File: config.mk
export PLATFORM = sky130hd
export DESIGN_NAME = uart_byte_rx
export DESIGN_NICKNAME = d
export VERILOG_FILES = /design/src/rtl/uart_byte_rx.sv
export SDC_FILE = /design/constraint.sdc
export NUM_CORES = 1
export LEC_CHECK = 0
export CAP_MARGIN = 20
export CORE_ASPECT_RATIO = 1.1
export CORE_UTILIZATION = 57
export CTS_BUF_LIST = sky130_fd_sc_hd__clkbuf_16
export DETAILED_ROUTE_END_ITERATION = 12
export PLACE_DENSITY = 0.77
export SKIP_CTS_REPAIR_TIMING = 1
export SLEW_MARGIN = 20
export SYNTH_ARGS = -nofsm -noshare
export SYNTH_HDL_FRONTEND = slang
export SYNTH_SLANG_ARGS = --single-unit
File: constraint.sdc
create_clock -name clk -period 3.02 [get_ports clk]
set_input_delay 0.302 -clock clk [delete_from_list [all_inputs] [get_ports clk]]
set_output_delay 0.302 -clock clk [all_outputs]
set_load 0.05 [all_outputs]
File: src/rtl/uart_byte_rx.sv
`default_nettype none
//==============================================================================
// Module   : uart_byte_rx
// Purpose  : 16x-oversampled UART byte receiver with input synchronizer.
//            8N1 by default; UART_RX_PARITY_EN adds an even/odd parity bit.
// Revision : 1.0 - initial release
//==============================================================================
module uart_byte_rx #(
    parameter int CLK_FREQ = 50_000_000,
    parameter int OSR      = 16
) (
    input  logic       clk,
    input  logic       rst,
    input  logic [3:0] baud_set,
    input  logic       rx,
`ifdef UART_RX_PARITY_EN
    input  logic       parity_odd,
    output logic       parity_err,
`endif
    output logic [7:0] data_byte,
    output logic       rx_done,
    output logic       frame_err,
    output logic       rx_busy
);

    localparam logic [15:0] c_div_9600   = 16'(CLK_FREQ / (9600   * OSR) - 1);
    localparam logic [15:0] c_div_19200  = 16'(CLK_FREQ / (19200  * OSR) - 1);
    localparam logic [15:0] c_div_38400  = 16'(CLK_FREQ / (38400  * OSR) - 1);
    localparam logic [15:0] c_div_57600  = 16'(CLK_FREQ / (57600  * OSR) - 1);
    localparam logic [15:0] c_div_115200 = 16'(CLK_FREQ / (115200 * OSR) - 1);
    localparam logic [15:0] c_div_230400 = 16'(CLK_FREQ / (230400 * OSR) - 1);
    localparam logic [15:0] c_div_460800 = 16'(CLK_FREQ / (460800 * OSR) - 1);
    localparam logic [15:0] c_div_921600 = 16'(CLK_FREQ / (921600 * OSR) - 1);

    typedef enum logic [2:0] {
        S_IDLE   = 3'd0,
        S_START  = 3'd1,
        S_DATA   = 3'd2,
`ifdef UART_RX_PARITY_EN
        S_PARITY = 3'd3,
`endif
        S_STOP   = 3'd4
    } state_t;

    state_t      r_state;
    logic        r_rx_meta;
    logic        r_rx_s;
    logic        r_rx_prev;
    logic [15:0] r_div;
    logic [15:0] r_div_cnt;
    logic [3:0]  r_tick_cnt;
    logic [2:0]  r_bit_cnt;
    logic [1:0]  r_samp;
    logic [7:0]  r_shift;
    logic [7:0]  r_data_byte;
    logic        r_rx_done;
    logic        r_frame_err;
    logic        r_rx_busy;
`ifdef UART_RX_PARITY_EN
    logic        r_parity_odd;
    logic        r_par_bit;
    logic        r_parity_err;
`endif

    logic [15:0] w_div;
    logic        w_start_edge;
    logic        w_tick;
    logic        w_maj;
    logic        w_mid;
    logic        w_end;

    always_comb begin
        w_div = c_div_9600;
        case (baud_set)
            4'd1:    w_div = c_div_19200;
            4'd2:    w_div = c_div_38400;
            4'd3:    w_div = c_div_57600;
            4'd4:    w_div = c_div_115200;
            4'd5:    w_div = c_div_230400;
            4'd6:    w_div = c_div_460800;
            4'd7:    w_div = c_div_921600;
            default: w_div = c_div_9600;
        endcase
    end

    assign w_start_edge = ~r_rx_s & r_rx_prev;
    assign w_tick       = (r_div_cnt == r_div);
    // Samples from ticks 7 and 8 are held; tick 9 votes with the live value.
    assign w_maj        = (r_samp[0] & r_samp[1]) | (r_samp[0] & r_rx_s) | (r_samp[1] & r_rx_s);
    assign w_mid        = w_tick && (r_tick_cnt == 4'd9);
    assign w_end        = w_tick && (r_tick_cnt == 4'd15);

    // Synchronizer flops reset to the idle level so reset release is not a start edge.
    always_ff @(posedge clk or negedge rst) begin
        if (!rst) begin
            r_rx_meta <= 1'b1;
            r_rx_s    <= 1'b1;
            r_rx_prev <= 1'b1;
        end else begin
            r_rx_meta <= rx;
            r_rx_s    <= r_rx_meta;
            r_rx_prev <= r_rx_s;
        end
    end

    always_ff @(posedge clk or negedge rst) begin
        if (!rst) begin
            r_state     <= S_IDLE;
            r_div       <= '0;
            r_div_cnt   <= '0;
            r_tick_cnt  <= '0;
            r_bit_cnt   <= '0;
            r_samp      <= '0;
            r_shift     <= '0;
            r_data_byte <= '0;
            r_rx_done   <= 1'b0;
            r_frame_err <= 1'b0;
            r_rx_busy   <= 1'b0;
`ifdef UART_RX_PARITY_EN
            r_parity_odd <= 1'b0;
            r_par_bit    <= 1'b0;
            r_parity_err <= 1'b0;
`endif
        end else begin
            r_rx_done   <= 1'b0;
            r_frame_err <= 1'b0;
`ifdef UART_RX_PARITY_EN
            r_parity_err <= 1'b0;
`endif
            if (r_state == S_IDLE) begin
                r_div      <= w_div;
                r_div_cnt  <= '0;
                r_tick_cnt <= '0;
                r_bit_cnt  <= '0;
`ifdef UART_RX_PARITY_EN
                r_parity_odd <= parity_odd;
`endif
                if (w_start_edge) begin
                    r_state   <= S_START;
                    r_rx_busy <= 1'b1;
                end
            end else begin
                r_div_cnt <= w_tick ? 16'd0 : r_div_cnt + 16'd1;
                if (w_tick) begin
                    r_tick_cnt <= r_tick_cnt + 4'd1;
                    if (r_tick_cnt == 4'd7) r_samp[0] <= r_rx_s;
                    if (r_tick_cnt == 4'd8) r_samp[1] <= r_rx_s;
                end

                case (r_state)
                    S_START: begin
                        if (w_mid && w_maj) begin
                            r_state   <= S_IDLE;
                            r_rx_busy <= 1'b0;
                        end else if (w_end) begin
                            r_state <= S_DATA;
                        end
                    end
                    S_DATA: begin
                        if (w_mid) r_shift <= {w_maj, r_shift[7:1]};
                        if (w_end) begin
                            r_bit_cnt <= r_bit_cnt + 3'd1;
`ifdef UART_RX_PARITY_EN
                            if (r_bit_cnt == 3'd7) r_state <= S_PARITY;
`else
                            if (r_bit_cnt == 3'd7) r_state <= S_STOP;
`endif
                        end
                    end
`ifdef UART_RX_PARITY_EN
                    S_PARITY: begin
                        if (w_mid) r_par_bit <= w_maj;
                        if (w_end) r_state <= S_STOP;
                    end
`endif
                    // Leave at mid stop bit so a start edge right after it is caught.
                    S_STOP: begin
                        if (w_mid) begin
                            r_rx_done   <= 1'b1;
                            r_data_byte <= r_shift;
                            r_frame_err <= ~w_maj;
`ifdef UART_RX_PARITY_EN
                            r_parity_err <= (^r_shift) ^ r_par_bit ^ r_parity_odd;
`endif
                            r_state     <= S_IDLE;
                            r_rx_busy   <= 1'b0;
                        end
                    end
                    default: begin
                        r_state   <= S_IDLE;
                        r_rx_busy <= 1'b0;
                    end
                endcase
            end
        end
    end

    assign data_byte = r_data_byte;
    assign rx_done   = r_rx_done;
    assign frame_err = r_frame_err;
    assign rx_busy   = r_rx_busy;
`ifdef UART_RX_PARITY_EN
    assign parity_err = r_parity_err;
`endif

endmodule
`default_nettype wire

==> results.txt, run 1 <==
vias per cell: 5.641
post-layout util: 71.07%
final wirelength: 4.910 mm
PwrDens: 765.2 nW/um^2
Mapped Area: 2801 sq um
sequential area share after synthesis: 52.84%
Max Slew Vio Count: 0
Core Area: 4684 sq um
Arr. time, crit path: 2.64 ns
CTS max path bufs: 2
first-pass GRT wire length: 8.500 mm
met2 usage: 34.41%
Inst Count DP: 329
Cell variety after synth: 40
endpoints failing setup: 0
Site Rows: 26
CP Cell Sequence: nor4_1, nand2_1, nor4_4, buf_4, and4_1, mux2_2
number of routed nets with antenna violations: 0
Leak Pwr: 1.502 nW
vias in the first global route: 1886
Slew Limit Headroom: 49.51%
largest net degree at the start of global routing: 60
Layout Skew: 0.004909 ns
worst setup path start: r_div_cnt[9]
final setup margin: 0.5932 ns
RSZ-0062 raised after global routing: false
gr ovfl total: 0
async set-reset flop share out of synthesis: 100.0%
final hold viol count: 0
clk slew on worst S/H paths: 0.05 ns
global route hottest layer: met2
final hold slack: 0.1078 ns
Tmin final: 2.427 ns
maximum clock frequency: 0.4121 GHz
Final Non-Filler Cells: 345
Max-Cap Viols: 0
Post-Syn Instances: 263
Logic pwr share: 19.7%
Routed WL per cell: 14.23 microns
TritonCTS clock tree: yes
Critical path buffers and inverters: 1
post-synthesis register bit count: 59
fin area: 3329 sq um
Die Wd: 68.85 microns
GR Util All Layers: 23.04%
First-pass DRT Iterations: 4
initial antenna violation count: 0
Ports: 18
fin nets: 297
Sum Neg Setup Slack: 0 ns
Critical R2R Launch: r_div_cnt[9]
slowest stage cell, crit path: and4_1
Sw Pwr: 0.7697 mW
cts bufs inserted: 9
clock share of power: 42.0%
detailed-route via count: 1946
layout cell share with drive strength beyond 1: 15.92%
final total power: 2.548 mW
switch share: 30.21%
htree depth: 3
Post-synth EDFFs: 0
Area Overhead vs Synth: 18.85%
HPWL Detailed: 3.234 mm
clk_lat worst skew: 0.33 ns
initial drt markers: 154
Tcrit/Tclk final: 80.36%
syn nets: 276
worst hold path class: in2async
n_diodes: 0
pre-CTS setup slack: 0.6320 ns
die height: 75.53 microns
final RePlAce weighted congestion: 0.7877
Max VDD drop: 0.5568 mV
Main synth FF type: dfrtp_1
Worst EP required: 3.23 ns
crit-path max FO: 13
Setup crit start kind: flip-flop
total die area: 5200 sq um
Critical Path Max Stage Delay: 0.46 ns
DRC viols: 0
Slew @ Worst Pin: 0.7512 ns
placed cell area: 3012 sq um
status: completed
met1 GRT Util: 30.46%
cell family contributing the most delay on the critical path: simple AND/OR/NAND/NOR gates
Post-Syn Area per Cell: 10.65 sq um
port bufs: 17
Seq pwr share: 38.3%
Int Pwr: 1.778 mW
GR Layer Usage met3: 6.886%
Sink Count: 59
critical path type: reg2reg
Starting Density: 59.80%
CP endpoint kind: flip-flop
CTS Root Cell: clkbuf_16
Synth warnings: 0
==> registers in the layout, indices dropped and copies added, names as in the netlist, 2 cells and up <==
name and flops:
data_byte 8, r_bit_cnt 3, r_div 9, r_div_cnt 16, r_samp 2, r_shift 8, r_state 3, r_tick_cnt 4
==> routing by layer <==
| metal | routed length (microns) | share of wire (%) |
|---|---|---|
| met5 | 0 | 0 |
| met4 | 115 | 2.3 |
| met3 | 160 | 3.3 |
| met2 | 2269 | 46 |
| met1 | 2363 | 48 |
==> area by class of cell <==
cell class | count | area (sq um)
flip-flops and latches | 59 | 1480
well taps | 56 | 70.07
repair buffers | 20 | 187.7
fillers | 368 | 1355
multi-input cells | 187 | 1247
inverters | 7 | 26.28
clock inverters | 7 | 92.59
clock buffers | 9 | 225.2
==> power by group through the flow <==
stage / registers (mW) / logic, mW / clock network, mW
3_5_place_dp: 0.989 / 0.504 / 0
2_1_floorplan: 0.950 / 0.413 / 0
4_1_cts: 0.975 / 0.508 / 1.08
5_1_grt: 0.989 / 0.578 / 1.12
6_report: 0.975 / 0.502 / 1.07
3_3_place_gp: 0.985 / 0.488 / 0
==> kinds of logic after synthesis <==
| group | count (synthesis) | share of synthesized area, % |
|---|---|---|
| simple gates | 113 | 20.86 |
| flops | 59 | 52.84 |
| xor+xnor | 26 | 8.129 |
| compound gates | 21 | 4.556 |
| mux | 20 | 7.950 |
| buf+inv | 17 | 2.635 |
| fa+ha+maj | 7 | 3.037 |
==> path summary, 6_finish.rpt <==
kind,depth (start not counted),to,slack (ns)
worst min register to register,0,r_rx_s,0.36
max in group asynchronous,2,r_state[1],2.42
worst max register to register,6,data_byte[6],0.59
worst max-delay path,6,data_byte[6],0.59
worst min-delay path,2,r_div_cnt[7],0.11
min in group clk,0,r_rx_s,0.36
==> worst register-to-register path, stage by stage, from the launching register on <==
cell,delay [ns]
dfrtp_1,0.42
nor4_1,0.32
nand2_1,0.18
nor4_4,0.30
buf_4,0.24
and4_1,0.46
mux2_2,0.39
==> cell usage after synthesis (all sizes together) (3+ instances only) <==
library cell  count  area (sq um)
a21oi             8         40.04
and2              3         18.77
buf               4         23.76
clkbuf            6         23.77
dfrtp            56          1401
dfstp             3         78.83
ha                6         75.07
inv               7         26.28
mux2             18         202.7
nand2            25         93.84
nand2b            4         25.02
nand3            10         50.05
nand3b            3         22.52
nand4            12         81.33
nor2             34         127.6
nor2b             3         18.77
nor3              5         25.02
nor4              3         40.04
o21ai             5         25.02
o31ai             4         30.03
xnor2            20         175.2
xor2              6         52.55
==> layout by cell type, fill, tap and decap left out, types with 5 or more instances in the layout <==
| master | count |
|---|---|
| a21oi_1 | 8 |
| clkbuf_16 | 9 |
| clkdlybuf4s50_1 | 16 |
| dfrtp_1 | 56 |
| ha_1 | 6 |
| inv_1 | 7 |
| mux2_2 | 18 |
| nand2_1 | 25 |
| nand3_1 | 10 |
| nand4_1 | 11 |
| nor2_1 | 34 |
| nor3_1 | 5 |
| o21ai_0 | 5 |
| xnor2_1 | 20 |
| xor2_1 | 6 |
Note: power is estimated with default switching activity, not from simulation.
==> inputs of run 2 (changes only) <==
==> constraint.sdc (replaced) <==
create_clock -name clk -period 2.4 [get_ports clk]
set_input_delay 0.24 -clock clk [delete_from_list [all_inputs] [get_ports clk]]
set_output_delay 0.24 -clock clk [all_outputs]
set_load 0.05 [all_outputs]
==> run 2 against run 1 <==
Sequential share of layout area down 0.40 points. Global-route usage down 1.1 points. Combinational power up 26%. Final cell count up 0.58%. Highest routed layer unchanged. Critical path type unchanged. Worst hold slack better by 0.22 ns. Largest power group unchanged. First-iteration DRC count down 59%. Critical endpoint is now r_shift[3]. Via count up 0.31%. Maximum frequency up 11%.
==> results.txt, run 2 (synthesis gave the netlist of run 1 again) <==
TritonCTS clock tree: yes (unchanged)
CTS Root Cell: clkbuf_16 (unchanged)
Tcrit/Tclk final: 91.44% (was 80.36%)
gr ovfl total: 0 (unchanged)
htree depth: 3 (unchanged)
GR Util All Layers: 21.89% (was 23.04%)
Worst EP required: 2.61 ns (was 3.23 ns)
critical path type: reg2reg (unchanged)
endpoints failing setup: 0 (unchanged)
Core Area: 4684 sq um (unchanged)
Arr. time, crit path: 2.40 ns (was 2.64 ns)
CP endpoint kind: flip-flop (unchanged)
total die area: 5200 sq um (unchanged)
worst hold path class: in2reg (was in2async)
number of routed nets with antenna violations: 0 (unchanged)
largest net degree at the start of global routing: 33 (was 60)
detailed-route via count: 1952 (was 1946)
DRC viols: 0 (unchanged)
Biggest register: r_div_cnt (unchanged)
maximum clock frequency: 0.4557 GHz (was 0.4121 GHz)
vias per cell: 5.625 (was 5.641)
Setup crit start kind: flip-flop (unchanged)
crit-path max FO: 12 (was 13)
filler cell count: 352 (was 368)
Area Overhead vs Synth: 19.92% (was 18.85%)
initial drt markers: 63 (was 154)
Max-Cap Viols: 0 (unchanged)
Starting Density: 59.80% (unchanged)
die height: 75.53 microns (unchanged)
fin nets: 299 (was 297)
final hold viol count: 0 (unchanged)
port bufs: 17 (unchanged)
Slew Limit Headroom: 57.13% (was 49.51%)
Leak Pwr: 1.515 nW (was 1.502 nW)
commonest non-fill, non-tap cells in the layout: dfrtp_1 (56), nor2_1 (34), nand2_1 (25), xnor2_1 (20), mux2_2 (18) (unchanged)
n_diodes: 0 (unchanged)
status: completed (unchanged)
Layout Skew: 0.003755 ns (was 0.004909 ns)
pre-CTS setup slack: 0.2276 ns (was 0.6320 ns)
commonest non-fill, non-tap cell in the layout: dfrtp_1 (unchanged)
final RePlAce weighted congestion: 0.7701 (was 0.7877)
cts bufs inserted: 9 (unchanged)
Tmin final: 2.194 ns (was 2.427 ns)
Max VDD drop: 0.8331 mV (was 0.5568 mV)
vias in the first global route: 1795 (was 1886)
Max Slew Vio Count: 0 (unchanged)
clk slew on worst S/H paths: 0.05 ns (about the same)
CTS max path bufs: 2 (unchanged)
PwrDens: 951.2 nW/um^2 (was 765.2 nW/um^2)
first-pass GRT wire length: 8.107 mm (was 8.500 mm)
Sum Neg Setup Slack: 0 ns (unchanged)
clk_lat worst skew: 0.32 ns (was 0.33 ns)
Slew @ Worst Pin: 0.6430 ns (was 0.7512 ns)
final setup margin: 0.2055 ns (was 0.5932 ns)
First-pass DRT Iterations: 4 (unchanged)
Ports: 18 (unchanged)
Site Rows: 26 (unchanged)
max reg flops: 16 (unchanged)
Sink Count: 59 (unchanged)
HPWL Detailed: 3.425 mm (was 3.234 mm)
RSZ-0062 raised after global routing: false (unchanged)
layout cell share with drive strength beyond 1: 16.49% (was 15.92%)
final wirelength: 4.911 mm (was 4.910 mm)
post-layout util: 71.71% (was 71.07%)
initial antenna violation count: 0 (unchanged)
Largest regs: r_div_cnt (16), r_div (9) (unchanged)
Routed WL per cell: 14.15 microns (was 14.23 microns)
Die Wd: 68.85 microns (unchanged)
==> run 2: stage by stage <==
stage                     hold WS, ns  power (mW)  instances  cell area (sq um)
after floorplan              -0.05559       1.715        263               2801
after global placement         0.2909       1.852        330               3032
after detailed placement       0.2939       1.871        330               3032
after CTS                    -0.04531       3.224        346               3349
after global routing           0.3263       3.355        347               3359
final                          0.3239       3.196        347               3359
==> run 2: cell type report <==
cell class | count | area (sq um) | share of cell area, %
Multi-Input combinational cell | 187 | 1247 | 37.13
Inverter | 7 | 26.28 | 0.7821
Timing Repair Buffer | 22 | 217.7 | 6.480
Clock buffer | 9 | 225.2 | 6.704
Tap cell | 56 | 70.07 | 2.086
Sequential cell | 59 | 1480 | 44.06
Clock inverter | 7 | 92.59 | 2.756
==> run 2: final timing paths <==
path / slack, ns / endpoint / cells past startpoint / start
min: 0.32 / r_rx_meta / 1 / rx
max reg2reg: 0.21 / r_shift[3] / 6 / r_div_cnt[9]
min reg2reg: 0.35 / r_rx_s / 0 / r_rx_meta
min in group asynchronous: 0.47 / r_div_cnt[8] / 2 / rst
max in group asynchronous: 1.28 / r_rx_s / 3 / rst
max: 0.21 / r_shift[3] / 6 / r_div_cnt[9]
==> run 2: worst max-delay path, stage by stage (launching register included) <==
cell,delay [ns]
dfrtp_1,0.42
nor4_1,0.28
nand2_1,0.17
nor4_4,0.31
buf_4,0.24
nand4_2,0.27
mux2_2,0.39
==> run 2: power by group <==
group	switching, mW	total, mW	internal [mW]
sequential	0.120	1.23	1.11
clock	0.437	1.34	0.902
combinational	0.399	0.631	0.232
==> run 2: routing by layer <==
| metal | GRT usage [%] | up-vias | share of wire, % |
|---|---|---|---|
| met5 | 0 | - | 0 |
| met4 | 13.15 | 0 | 2.2 |
| met3 | 4.641 | 10 | 3.2 |
| met2 | 33.01 | 36 | 48 |
| met1 | 28.92 | 953 | 47 |
| li1 | - | 953 | - |
